<file path="src/rtl/ej32_div_seq.sv">
// rtl/ej32_div_seq.sv - sequential signed divider, restoring radix-2, Java semantics
// Reset doubles as start: the first edge with rst low loads the operands.
module ej32_div_seq #(
   parameter int DSZ = 32
) (
   input  logic           clk,
   input  logic           rst,
   input  logic [DSZ-1:0] x,
   input  logic [DSZ-1:0] y,
   output logic           bsy,
   output logic           z,
   output logic [DSZ-1:0] q,
   output logic [DSZ-1:0] r
);

   localparam int CW = $clog2(DSZ);

   typedef enum logic [1:0] {
      S_LOAD = 2'd0,
      S_RUN  = 2'd1,
      S_FIX  = 2'd2,
      S_DONE = 2'd3
   } state_t;

   state_t         state_q, state_d;
   logic [CW-1:0]  cnt_q, cnt_d;
   logic [DSZ-1:0] rem_q, rem_d;
   logic [DSZ-1:0] quo_q, quo_d;
   logic [DSZ-1:0] ay_q, ay_d;
   logic           sq_q, sq_d;
   logic           sr_q, sr_d;
   logic [DSZ-1:0] q_q, q_d;
   logic [DSZ-1:0] r_q, r_d;
   logic           z_q, z_d;

   logic [DSZ-1:0] ax;
   logic [DSZ:0]   rem_sh;
   logic [DSZ+1:0] trial;

   // Magnitudes are unsigned, so |0x80000000| stays representable.
   assign ax     = x[DSZ-1] ? (~x + 1'b1) : x;
   assign rem_sh = {rem_q, quo_q[DSZ-1]};
   assign trial  = {1'b0, rem_sh} - {2'b00, ay_q};

   always_comb begin
      state_d = state_q;
      cnt_d   = cnt_q;
      rem_d   = rem_q;
      quo_d   = quo_q;
      ay_d    = ay_q;
      sq_d    = sq_q;
      sr_d    = sr_q;
      q_d     = q_q;
      r_d     = r_q;
      z_d     = z_q;
      case (state_q)
         S_LOAD: begin
            ay_d  = y[DSZ-1] ? (~y + 1'b1) : y;
            sq_d  = x[DSZ-1] ^ y[DSZ-1];
            sr_d  = x[DSZ-1];
            rem_d = '0;
            quo_d = ax;
            cnt_d = CW'(DSZ - 1);
            if (y == '0) begin
               z_d     = 1'b1;
               q_d     = '0;
               r_d     = x;
               state_d = S_DONE;
            end else begin
               state_d = S_RUN;
            end
         end
         S_RUN: begin
            // Negative trial (borrow out of the top bit) restores the shifted remainder.
            if (!trial[DSZ+1]) begin
               rem_d = trial[DSZ-1:0];
               quo_d = {quo_q[DSZ-2:0], 1'b1};
            end else begin
               rem_d = rem_sh[DSZ-1:0];
               quo_d = {quo_q[DSZ-2:0], 1'b0};
            end
            cnt_d = cnt_q - 1'b1;
            if (cnt_q == '0) state_d = S_FIX;
         end
         S_FIX: begin
            q_d     = sq_q ? (~quo_q + 1'b1) : quo_q;
            r_d     = sr_q ? (~rem_q + 1'b1) : rem_q;
            z_d     = 1'b0;
            state_d = S_DONE;
         end
         default: ;
      endcase
   end

   always_ff @(posedge clk) begin
      if (rst) begin
         state_q <= S_LOAD;
         cnt_q   <= '0;
         rem_q   <= '0;
         quo_q   <= '0;
         ay_q    <= '0;
         sq_q    <= 1'b0;
         sr_q    <= 1'b0;
         q_q     <= '0;
         r_q     <= '0;
         z_q     <= 1'b0;
      end else begin
         state_q <= state_d;
         cnt_q   <= cnt_d;
         rem_q   <= rem_d;
         quo_q   <= quo_d;
         ay_q    <= ay_d;
         sq_q    <= sq_d;
         sr_q    <= sr_d;
         q_q     <= q_d;
         r_q     <= r_d;
         z_q     <= z_d;
      end
   end

   assign bsy = (state_q != S_DONE);
   assign z   = z_q;
   assign q   = q_q;
   assign r   = r_q;

endmodule

</file>
<file path="config.mk">
export PLATFORM = sky130hd
export DESIGN_NAME = ej32_div_seq
export DESIGN_NICKNAME = d
export VERILOG_FILES = /design/src/rtl/ej32_div_seq.sv
export SDC_FILE = /design/constraint.sdc
export NUM_CORES = 1
export LEC_CHECK = 0
export ABC_AREA = 1
export CORE_MARGIN = 2
export CORE_UTILIZATION = 40
export DETAILED_ROUTE_END_ITERATION = 7
export DONT_BUFFER_PORTS = 1
export SLEW_MARGIN = 10
export SYNTH_ARGS = -nofsm -noshare
export SYNTH_HDL_FRONTEND = slang
export SYNTH_SLANG_ARGS = --single-unit
</file>
<file path="constraint.sdc">
create_clock -name clk -period 5.5 [get_ports clk]
set_input_delay 1.1 -clock clk [delete_from_list [all_inputs] [get_ports clk]]
set_output_delay 1.1 -clock clk [all_outputs]
set_load 0.005 [all_outputs]
</file>
* Yosys cells after proc, flatten, opt, wreduce, memory -nomap -nowiden
Cells that the tools add are included.
Cells by class: multiply operators 0, bitwise gates (word level) 5, shift operators 0, magnitude comparators 0, add/sub/neg operators 6, muxes and demuxes 18, equal/unequal tests 5, divide/modulo/power cells 0, reduce and logical (&&, ||, !) cells 8
Operator list (number):
- 32-bit one-hot mux with 2 select lines | 4
- 32-bit two-way mux | 7
- 32-bit by 1-bit adder with 32-bit output, second input constant | 4
- 32-bit NOT | 4
- 33-bit by 32-bit subtractor with 34-bit output | 1
- 32-bit logical NOT | 1
- 5-bit one-hot mux with 2 select lines | 1
- 2-bit != test, second input constant | 3
- 2-bit one-hot mux with 3 select lines | 1
- 5-bit logical NOT | 1
- 5-bit by 1-bit subtractor with 5-bit output, second input constant | 1
- 2-bit two-way mux | 2
- 2-bit AND reduction | 2
- 2-bit nonzero test | 2
- 3-bit nonzero test | 1
- 2-bit by 1-bit == test with 1-bit output, second input constant | 1
- 2-bit == test, second input constant | 1
- 2-bit logical NOT | 1
- 1-bit two-way mux | 2
- 1-bit one-hot mux with 2 select lines | 1
- 1-bit XOR | 1
Storage, ports and cells: bits in latches 0, bits in writable memories 0, input port bits 66, output and inout bits 66, word-level logic and storage cells 52, memories 0, bits in registers 170, memory bits (read-only) 0

* Longest topological paths before layout
depth in word-level cells 4, mapped depth 16, gate-level depth less buffers 16

* Least setup slack after synthesis
Ideal clock, no wire load.
path kind input port to flip-flop, from input port y[0], to register r_q[2] (netlist: r[2]), path slack 2.919 ns, arrival time 2.460 ns, library setup time 0.122 ns, stages on the path 11, required time 5.378 ns, path through inv_1 -> ha_1 -> nand2_2 -> nor2_2 -> nand3_2 -> or2_4 -> a21oi_4 -> buf_6 -> buf_6 -> buf_6 -> a31oi_1
On the way: word-level cells in the longest chain between the ends 3
RTL lines:
- start: declaration | line 9 | input logic [DSZ-1:0] y,
- 32-bit logical NOT | line 64 | if (y == '0) begin
- 2-bit != test (no line)
- 2-bit AND reduction (no line)
- end signal: assignment | line 116 | r_q <= r_d;
- end: declaration | line 33 | logic [DSZ-1:0] r_q, r_d;
No other way between the ends. A chain may end at the register's enable or synchronous reset.

* Final worst setup path
from input port y[0], to register r_q[21] (netlist: r[21])
Same word-level chain as after synthesis.

==> results.md <==
- Clk_lat worst skew: 0.45 ns
- Syn-to-layout area delta: 5.98%
- Non-filler cells, final: 2551
- P_leak: 6.54 nW
- Post-route DRC violation count: 0
- Power Dens Cells: 620 nW/um2
- Max-Cap Viols: 0
- Crit end category: flop
- Worst setup margin: 2.25 ns
- WP data required: 5.89 ns
- Worst hold slack: 0.467 ns
- Final Power: 8.52 mW
- Yosys reg bits: 170
- Port Buffers: 0
- Synth warn: 0
- Placed Cells: 2520
- I/O pin cnt: 132
- Final Util: 43.3%
- Via density: 5.43
- Clock-pin slew on the worst setup and hold paths: 0.07 ns
- Vias in the first global route: 12500
- CTS HTree Levels: 4
- Diode count: 0
- Synth Flop Type: dfxtp_1
- Critical path class: input pin to flop
- Mapped Nets: 2310
- Critical path data arrival time: 3.64 ns
- DRT Pass-1 Iters: 5
- CTS tree: done
- Mapped Cells: 2199
- Final setup viols: 0
- Worst Setup Slack post-DPL: 1.83 ns
- Initial antenna violation count: 0
- Slew @ Worst Pin: 1.10 ns
- Post-cts resize count: 0
- Hold Vio Cnt, Final: 0
- Hold buffer count at cts: 0
- RePlAce Congestion: 0.924
- Routed Antenna Nets: 0
- WL/cell: 17.2 um
- CP Launch Type: input pin
- Dpl cell area: 13200 um2
- Synth cell types: 47
- Post-DP HPWL: 34.2 mm
- Relative slew slack: 26.5%
- Max VDD drop: 307 uV
- Clk sinks: 170
- WL final: 44.0 mm
- Largest net degree at the start of global routing: 103
- Post-Route Skew: 0.0160 ns
- Crit share post-route: 59.1%
- Most frequent cells after synthesis: nand2_1, inv_1, nand3_1, nor2_1, dfxtp_1
- Final Max Tran Viols: 0
- Row Count: 65
- Top-area cell type share of the netlist area: 26.2%
- RSZ-0062 raised after global routing: no
- GR Overflow Total: 0
- Number of flops mapped to enable cells by yosys: 0
- Vias after detailed routing: 13900
- Fillers: 3451
- Cell area after layout: 13700 um2
- DR iter-0 viols: 1261
- Fraction of registers with async set/reset: 0%
- Synth Cell Area: 13000 um2
- Outcome: finished clean
- Starting Density: 40.9%
- Avg Inst Size Synth: 5.90 um2
- Tmin final: 3.25 ns
- Core area: 31700 um2
- CTS max path bufs: 2
- Num CTS Buffers: 17
- First-pass GRT wire length: 69.0 mm
- Largest cells by area after synthesis: dfxtp_1, nand2_1, nand3_1
- Layout cell share with drive strength beyond 1: 3.63%
- Die H: 184 um
- FMAX: 0.308 GHz
- Hold Path Class: flop to flop
- DIE AREA: 33900 um2
- Setup TNS: 0 ns
- Total setup buffers inserted after CTS: 0
- Most frequent cell after synthesis: nand2_1
- Post-layout net count: 2248
- Root Buffer: clkbuf_16
- Gr usage total: 26.0%
- Critical-path maximum fanout: 42
- Sequential-to-total area share from yosys stat: 26.2%
- Width of the die: 184 um
- Yosys top cell by area: dfxtp_1
==> critical path, stage by stage <==
cell and delay, ns:
inv_1 0.07, ha_1 0.19, nand2_2 0.08, nor2_2 0.19
nand3_2 0.12, or2_4 0.28, a21oi_4 0.71, buf_4 0.48
o21ai_0 0.14, o21bai_1 0.19, inv_1 0.08
==> state kept, by name, indices dropped and copies added (netlist names) <==
| signal | count |
|---|---|
| cnt_q | 5 |
| quo_q | 32 |
| sr_q | 1 |
| q | 32 |
| state_q | 2 |
| ay_q | 32 |
| sq_q | 1 |
| z | 1 |
| rem_q | 32 |
| r | 32 |
==> logic make-up after synthesis <==
| logic type | synth area share, % |
|---|---|
| fa+ha+maj | 4.40 |
| xor+xnor | 2.63 |
| compound gates | 16.9 |
| simple gates | 37.8 |
| flops | 26.2 |
| buf+inv | 12.0 |
==> layer usage <==
layer	routed length (um)	part of all wire, %	track usage, %	vias to the layer above
met3	3540	8.0	5.30	51
li1	-	-	-	7037
met5	0	0	0	-
met4	1090	2.5	7.97	0
met1	20200	46	35.6	6288
met2	19200	44	41.2	482
==> where the power goes <==
part           leakage (nW)  internal, mW  switching, mW
logic                  4.85          1.62           3.52
clock network         0.294         0.680          0.550
registers              1.39          1.67          0.478
total                  6.54          3.97           4.55
==> cell type report <==
type / instances / area [um2] / share of cell area [%]
clock inverters: 10 / 110 / 0.801
flip-flops and latches: 170 / 3400 / 24.8
repair buffers: 9 / 67.6 / 0.491
inverters: 304 / 1140 / 8.30
well taps: 402 / 503 / 3.66
clock buffers: 21 / 480 / 3.49
multi-input cells: 1635 / 8040 / 58.5
==> placed cells by master (no fill, tap or decap), types with 2 or more instances in the layout <==
cell / Yosys / routed
nand2_1: 608 / 608
inv_1: 300 / 299
nand3_1: 251 / 251
nor2_1: 199 / 197
dfxtp_1: 170 / 170
a21oi_1: 164 / 164
o21ai_0: 121 / 121
ha_1: 44 / 41
a31oi_1: 29 / 29
nand4_1: 28 / 28
nor3_1: 26 / 26
o211ai_1: 25 / 25
xnor2_1: 21 / 21
xor2_1: 18 / 18
a22oi_1: 17 / 17
clkbuf_16: 0 / 17
o21ai_1: 12 / 12
nand3b_1: 11 / 11
nor2_2: 9 / 10
buf_4: 2 / 9
or2_2: 8 / 8
o221ai_1: 6 / 6
o21bai_1: 6 / 6
clkinv_4: 0 / 5
inv_2: 3 / 4
nand2_2: 4 / 4
clkbuf_8: 0 / 4
o31ai_1: 3 / 3
nor3_2: 3 / 3
a211oi_1: 3 / 3
o21a_1: 3 / 3
ha_2: 0 / 3
a21o_1: 2 / 2
nor4_1: 2 / 2
nor2_4: 1 / 2
and2_1: 2 / 2
inv_8: 0 / 2
==> worst paths after layout <==
check | from | end | slack (ns) | cells past startpoint
max | y[0] | r[21] | 2.25 | 11
min | cnt_q[4] | cnt_q[4] | 0.47 | 1
max reg2reg | rem_q[19] | rem_q[28] | 2.34 | 12
min reg2reg | cnt_q[4] | cnt_q[4] | 0.47 | 1
Note: power is estimated with default switching activity, not from simulation.
